$ cat config.mk
export PLATFORM = sky130hd
export DESIGN_NAME = instr_fetch
export DESIGN_NICKNAME = d
export VERILOG_FILES = /design/src/rtl/instr_fetch.sv
export SDC_FILE = /design/constraint.sdc
export NUM_CORES = 1
export LEC_CHECK = 0
export CORE_UTILIZATION = 29
export CTS_CLUSTER_DIAMETER = 100
export DETAILED_ROUTE_END_ITERATION = 12
export PLACE_DENSITY = 0.64
export REMOVE_ABC_BUFFERS = 1
export SLEW_MARGIN = 20
export SYNTH_ARGS = -nofsm -noshare
export SYNTH_HDL_FRONTEND = slang
export SYNTH_SLANG_ARGS = --single-unit
$ cat constraint.sdc
create_clock -name clk -period 2.3 [get_ports clk]
set_input_delay 0.46 -clock clk [delete_from_list [all_inputs] [get_ports clk]]
set_output_delay 0.46 -clock clk [all_outputs]
set_load 0.01 [all_outputs]
$ cat src/rtl/instr_fetch.sv
`default_nettype none
// ============================================================================
// Module      : instr_fetch
// Description : Instruction fetch stage. Owns the program counter, drives the
//               instruction-memory read port, re-aligns the 1-cycle registered
//               read data with its PC, and offers a valid/stall handshake to
//               decode. Handles execute redirects and halts on ECALL.
// Revision    : 1.0 - initial release
// ============================================================================
module instr_fetch #(
  parameter logic [31:0] RESET_PC = 32'h0100_0000,
  parameter logic [31:0] PC_STEP  = 32'd4
) (
  input  logic        clk,
  input  logic        rst_n,
  output logic        o_imem_rd,
  output logic [31:0] o_imem_addr,
  input  logic [31:0] i_imem_instr,
  input  logic        i_stall,
  input  logic        i_redirect_en,
  input  logic [31:0] i_redirect_pc,
  output logic        o_if_valid,
  output logic [31:0] o_if_instr,
  output logic [31:0] o_if_pc,
  output logic        o_halted
);

  typedef enum logic [1:0] {
    ST_RUN     = 2'd0,
    ST_STALLED = 2'd1,
    ST_HALTED  = 2'd2
  } state_t;

  state_t      r_state;
  state_t      w_state_nxt;

  logic [31:0] r_fetch_pc;
  logic [31:0] r_resp_pc;
  logic        r_resp_valid;
  logic [31:0] r_hold_instr;
  logic [31:0] r_hold_pc;
  logic        r_hold_valid;

  logic        w_redirect;
  logic [31:0] w_redirect_tgt;
  logic        w_issue;
  logic        w_capture;
  logic        w_release;
  logic        w_accept;
  logic        w_is_ecall;
  logic        w_out_valid;
  logic [31:0] w_out_instr;
  logic [31:0] w_out_pc;

  // Redirects are ignored once halted; target is forced word aligned.
  assign w_redirect     = i_redirect_en && (r_state != ST_HALTED);
  assign w_redirect_tgt = i_redirect_pc & ~32'd3;

  // Presented instruction: the captured copy while stalled, otherwise the
  // live memory data aligned with the PC that requested it.
  always_comb begin
    w_out_valid = 1'b0;
    w_out_instr = 32'd0;
    w_out_pc    = r_resp_pc;
    if (r_hold_valid) begin
      w_out_valid = 1'b1;
      w_out_instr = r_hold_instr;
      w_out_pc    = r_hold_pc;
    end else if (r_resp_valid) begin
      w_out_valid = 1'b1;
      w_out_instr = i_imem_instr;
    end
    if (r_state == ST_HALTED) begin
      w_out_valid = 1'b0;
    end
  end

  // A redirect squashes whatever is presented, so it is never accepted.
  assign w_accept   = w_out_valid && !i_stall && !w_redirect;
  assign w_is_ecall = (w_out_instr[6:0] == 7'b1110011) &&
                      (w_out_instr[14:12] == 3'b000) &&
                      (w_out_instr[31:20] == 12'd0);

  // Next-state and fetch-control decode.
  always_comb begin
    w_state_nxt = r_state;
    w_issue     = 1'b0;
    w_capture   = 1'b0;
    w_release   = 1'b0;
    case (r_state)
      ST_RUN: begin
        if (w_redirect) begin
          w_issue     = 1'b1;
          w_state_nxt = ST_RUN;
        end else if (!i_stall) begin
          w_issue = 1'b1;
          if (w_accept && w_is_ecall) begin
            w_state_nxt = ST_HALTED;
          end
        end else if (w_out_valid) begin
          // Memory data will not stay put once fetch moves on, so the
          // presented word must be captured before stalling.
          w_capture   = 1'b1;
          w_state_nxt = ST_STALLED;
        end
      end
      ST_STALLED: begin
        if (w_redirect) begin
          w_issue     = 1'b1;
          w_state_nxt = ST_RUN;
        end else if (!i_stall) begin
          w_issue     = 1'b1;
          w_release   = 1'b1;
          w_state_nxt = w_is_ecall ? ST_HALTED : ST_RUN;
        end
      end
      ST_HALTED: begin
        w_state_nxt = ST_HALTED;
      end
      default: begin
        w_state_nxt = ST_RUN;
      end
    endcase
  end

  // State register.
  always_ff @(posedge clk or negedge rst_n) begin
    if (!rst_n) begin
      r_state <= ST_RUN;
    end else begin
      r_state <= w_state_nxt;
    end
  end

  // Program counter: follows redirects, otherwise steps on every issue.
  always_ff @(posedge clk or negedge rst_n) begin
    if (!rst_n) begin
      r_fetch_pc <= RESET_PC;
    end else if (w_redirect) begin
      r_fetch_pc <= (w_redirect_tgt + PC_STEP) & ~32'd3;
    end else if (w_issue) begin
      r_fetch_pc <= r_fetch_pc + PC_STEP;
    end
  end

  // Response tracker: remembers which PC the memory is returning data for.
  always_ff @(posedge clk or negedge rst_n) begin
    if (!rst_n) begin
      r_resp_valid <= 1'b0;
      r_resp_pc    <= 32'd0;
    end else if (w_issue) begin
      r_resp_valid <= 1'b1;
      r_resp_pc    <= w_redirect ? w_redirect_tgt : r_fetch_pc;
    end
  end

  // Hold buffer for the instruction presented when decode stalls.
  always_ff @(posedge clk or negedge rst_n) begin
    if (!rst_n) begin
      r_hold_valid <= 1'b0;
      r_hold_instr <= 32'd0;
      r_hold_pc    <= 32'd0;
    end else if (w_redirect) begin
      r_hold_valid <= 1'b0;
    end else if (w_capture) begin
      r_hold_valid <= 1'b1;
      r_hold_instr <= i_imem_instr;
      r_hold_pc    <= r_resp_pc;
    end else if (w_release) begin
      r_hold_valid <= 1'b0;
    end
  end

  // Read enable is suppressed while reset is asserted so the memory sees no
  // request until the first cycle after release.
  assign o_imem_rd   = w_issue && rst_n;
  assign o_imem_addr = w_redirect ? w_redirect_tgt : r_fetch_pc;
  assign o_if_valid  = w_out_valid;
  assign o_if_instr  = w_out_instr;
  assign o_if_pc     = w_out_pc;
  assign o_halted    = (r_state == ST_HALTED);

endmodule
`default_nettype wire

==> metrics.txt <==
status=finished with violations; failing checks=negative setup slack; Final Hold Fails=0; Initial Util=29.77%; DRT antenna net count=0; vias per inst=a little under 5; Max Buffers Root-to-Sink=2; Root Driver=clkbuf_16; MaxCap Viol Count=0; f_max=0.4125 GHz; WHS=0.1183 ns; type of the tightest min-delay check=input port to asynchronous set/reset pin; worst skew pair latency=0.42 ns; die area=24000 µm²; worst setup path startpoint=r_state[0]$_DFFE_PN0P_; Die W=154.9 µm; GR Overflow Total=0; worst IR drop on VDD=511.9 µV; TritonCTS clock tree=yes; drt first pass iters=5; crit share post-route=105.4%; WP data arrival=1.96 ns; nets=around 1000; count of pins over their slew limit=0; Worst-path clk slew=0.06 ns; Worst Reg-to-Reg Cells=14; PnR worst setup slack=-0.1243 ns; reg2reg start=r_state[0]$_DFFE_PN0P_; Cells after Synth=around 640; Post-CTS Hold Fix Bufs=0; Worst EP required=roughly 1.8 ns; Via Count=6143; RSZ-0062 raised after global routing=yes; Finished Layout Cells=1271; dpl cells=approximately 1200; crit path capture type=output pin; Cell Rows=55; Boundary Pins=~170; CTS HTree Levels=4; drt drc=0; global-route wire length before repair=33880 µm; asr flop ratio synth=between 90% and 100%; Most used DFF post-synth=dfrtp_1; YS warnings=0; fillers=2106; PD cells=713.2 nW/µm²; static leakage power=4.916 nW; #FFs+latches synth=126; Max-slew headroom=48.28%; share of layout cells above drive strength 1=43.26%; vias in the first global route=6049; Total GRT Usage=18.36%; synthesized cell area=between 6000 and 7000 µm²; initial antenna violation count=2; r2r endpoint=r_fetch_pc[28]$_DFFE_PN0P_; skew final=approximately 0.012 ns; Final Setup Violations=15; post-layout min period=2.424 ns; # clock sinks=126; Cell variety after synth=56; core box area=approximately 23000 µm²; fraction of the yosys area taken by sequential cells=46.52%; Worst Max-Slew Pin Slew=0.7758 ns; maximum number of pins on one net before global-route repair=127; number of buffers created by CTS=17; Layout area overhead=62.00%; reg-to-reg slack, setup=-0.01 ns; final wirelength=between 20000 and 25000 µm; die height=154.9 µm; CP startpoint kind=register; DR iter-0 viols=~380; Buffers on Ports=160; CP max FO=12; Avg WL per Cell=17.54 µm; post-DP HPWL=about 14000 µm; number of synthesized flops with an enable pin=0; crit path kind=register to output pin; routability cong.=0.8433; Mean Syn Cell Area=10.53 µm²
## power breakdown
| group | switching (mW) | internal [mW] | total [mW] |
|---|---|---|---|
| Sequential | 0.290 | 2.62 | 2.92 |
| Combinational | 0.948 | 1.29 | 2.24 |
| Clock | 1.00 | 1.68 | 2.68 |
## per-layer routing
layer | GRT usage [%] | vias to the layer above | wire length (µm)
li1 | - | 2917 | -
met1 | 24.07 | 3012 | 10080
met2 | 30.09 | 190 | 10690
met3 | 3.649 | 22 | 1187
met4 | 6.459 | 2 | 317
met5 | 0 | - | 11
## kinds of logic after synthesis
kind of cell / after synthesis / share of synthesized area, %
AOI/OAI and AO/OA: 118 / 11.96
other: 1 / 0.05531
muxes: 127 / 20.82
DFF: 126 / 46.52
buffers and inverters: 67 / 4.540
xor gates and xnor gates: 26 / 3.359
and+or+nand+nor: 178 / 12.57
adders and majority gates: 1 / 0.1845
## timing repair
action | CTS | global route
endpoints found under the setup margin | 97 | 71
gates resized for setup | 236 | 129
pin swaps | 11 | 18
gates cloned | 3 | 4
buffers inserted | 36 | 20
## Yosys cell counts, types with 8 or more instances
cell | count | area [µm²]
dfrtp_1 | 125 | 3128
mux2_2 | 107 | 1205
nand2_1 | 59 | 221.5
nor2_1 | 45 | 168.9
a21oi_1 | 37 | 185.2
a22o_1 | 32 | 280.3
o21ai_0 | 22 | 110.1
nand3_1 | 20 | 100.1
inv_1 | 19 | 71.32
clkbuf_1 | 18 | 67.56
nand4_1 | 18 | 112.6
mux2i_1 | 15 | 150.1
xnor2_1 | 14 | 122.6
buf_2 | 12 | 60.06
xor2_1 | 12 | 105.1
nor3_1 | 8 | 40.04
## layout by cell type (no fill, tap or decap), drive strengths merged, types with 3 or more instances in the layout
master         count
nand2             59
nor2              46
dlymetal6s2s      13
nand3             20
clkbuf            58
o2111ai            3
buf              185
clkdlybuf4s50     64
dlygate4sd2       10
clkinvlp           3
nor4               3
xnor2             14
inv               22
a22o              32
clkinv             4
and2               7
dfrtp            125
conb               4
nor3               8
a21oi             37
o21ai             22
clkdlybuf4s15     16
and3               6
mux2i             15
xor2              12
mux2             112
nand4             18
## layout make-up
type / instances / area, µm² / share of cell area [%]
Clock inverter: 10 / 111.4 / 1.014
Timing Repair Buffer: 324 / 3067 / 27.92
Multi-Input combinational cell: 454 / 3701 / 33.69
Sequential cell: 126 / 3156 / 28.73
Inverter: 21 / 81.33 / 0.7404
Tap cell: 313 / 391.6 / 3.565
Clock buffer: 22 / 474.2 / 4.317
Antenna cell: 1 / 2.502 / 0.02278
## through the flow
| stage | TNS (ns) | power [mW] | area [µm²] | util, % | worst slack, ns |
|---|---|---|---|---|---|
| after floorplan | -315.17 | 3.837 | 6563 | - | -3.497 |
| after global placement | -19.17 | 4.929 | 9492 | 41.67 | -0.5362 |
| after detailed placement | -21.93 | 4.971 | 9492 | 41.67 | -0.5842 |
| after CTS | -4.070 | 7.774 | 10620 | 46.62 | -0.1714 |
| after global routing | -3.658 | 8.239 | 10980 | 48.22 | -0.2026 |
| final | -0.7015 | 7.834 | 10980 | 48.22 | -0.1243 |
## flip-flops by register name (all words and copies together), names as in the netlist
| name | flops |
|---|---|
| r_fetch_pc | 30 |
| r_hold_instr | 32 |
| r_hold_pc | 30 |
| r_hold_valid | 1 |
| r_resp_pc | 30 |
| r_resp_valid | 1 |
| r_state | 2 |
## worst max path at each step
| stage | endpoint | slack, ns | depth (start not counted) |
|---|---|---|---|
| after CTS | o_if_pc[22] | -0.17 | 3 |
| after floorplan | r_hold_instr[0]$_DFFE_PN0P_ | -3.50 | 3 |
| after detailed placement | r_fetch_pc[28]$_DFFE_PN0P_ | -0.58 | 12 |
| after global placement | o_imem_addr[24] | -0.54 | 7 |
| final | o_imem_addr[28] | -0.12 | 7 |
| after global routing | o_imem_addr[28] | -0.20 | 7 |
## critical path, cell delays in order, from the launching register on
cell and delay, ns:
dfrtp_1 0.38, nand2b_4 0.17, buf_8 0.16, nand2_4 0.10, buf_6 0.14, mux2i_4 0.25, inv_1 0.06, dlygate4sd2_1 0.28
(Power assumes the default switching activity.)
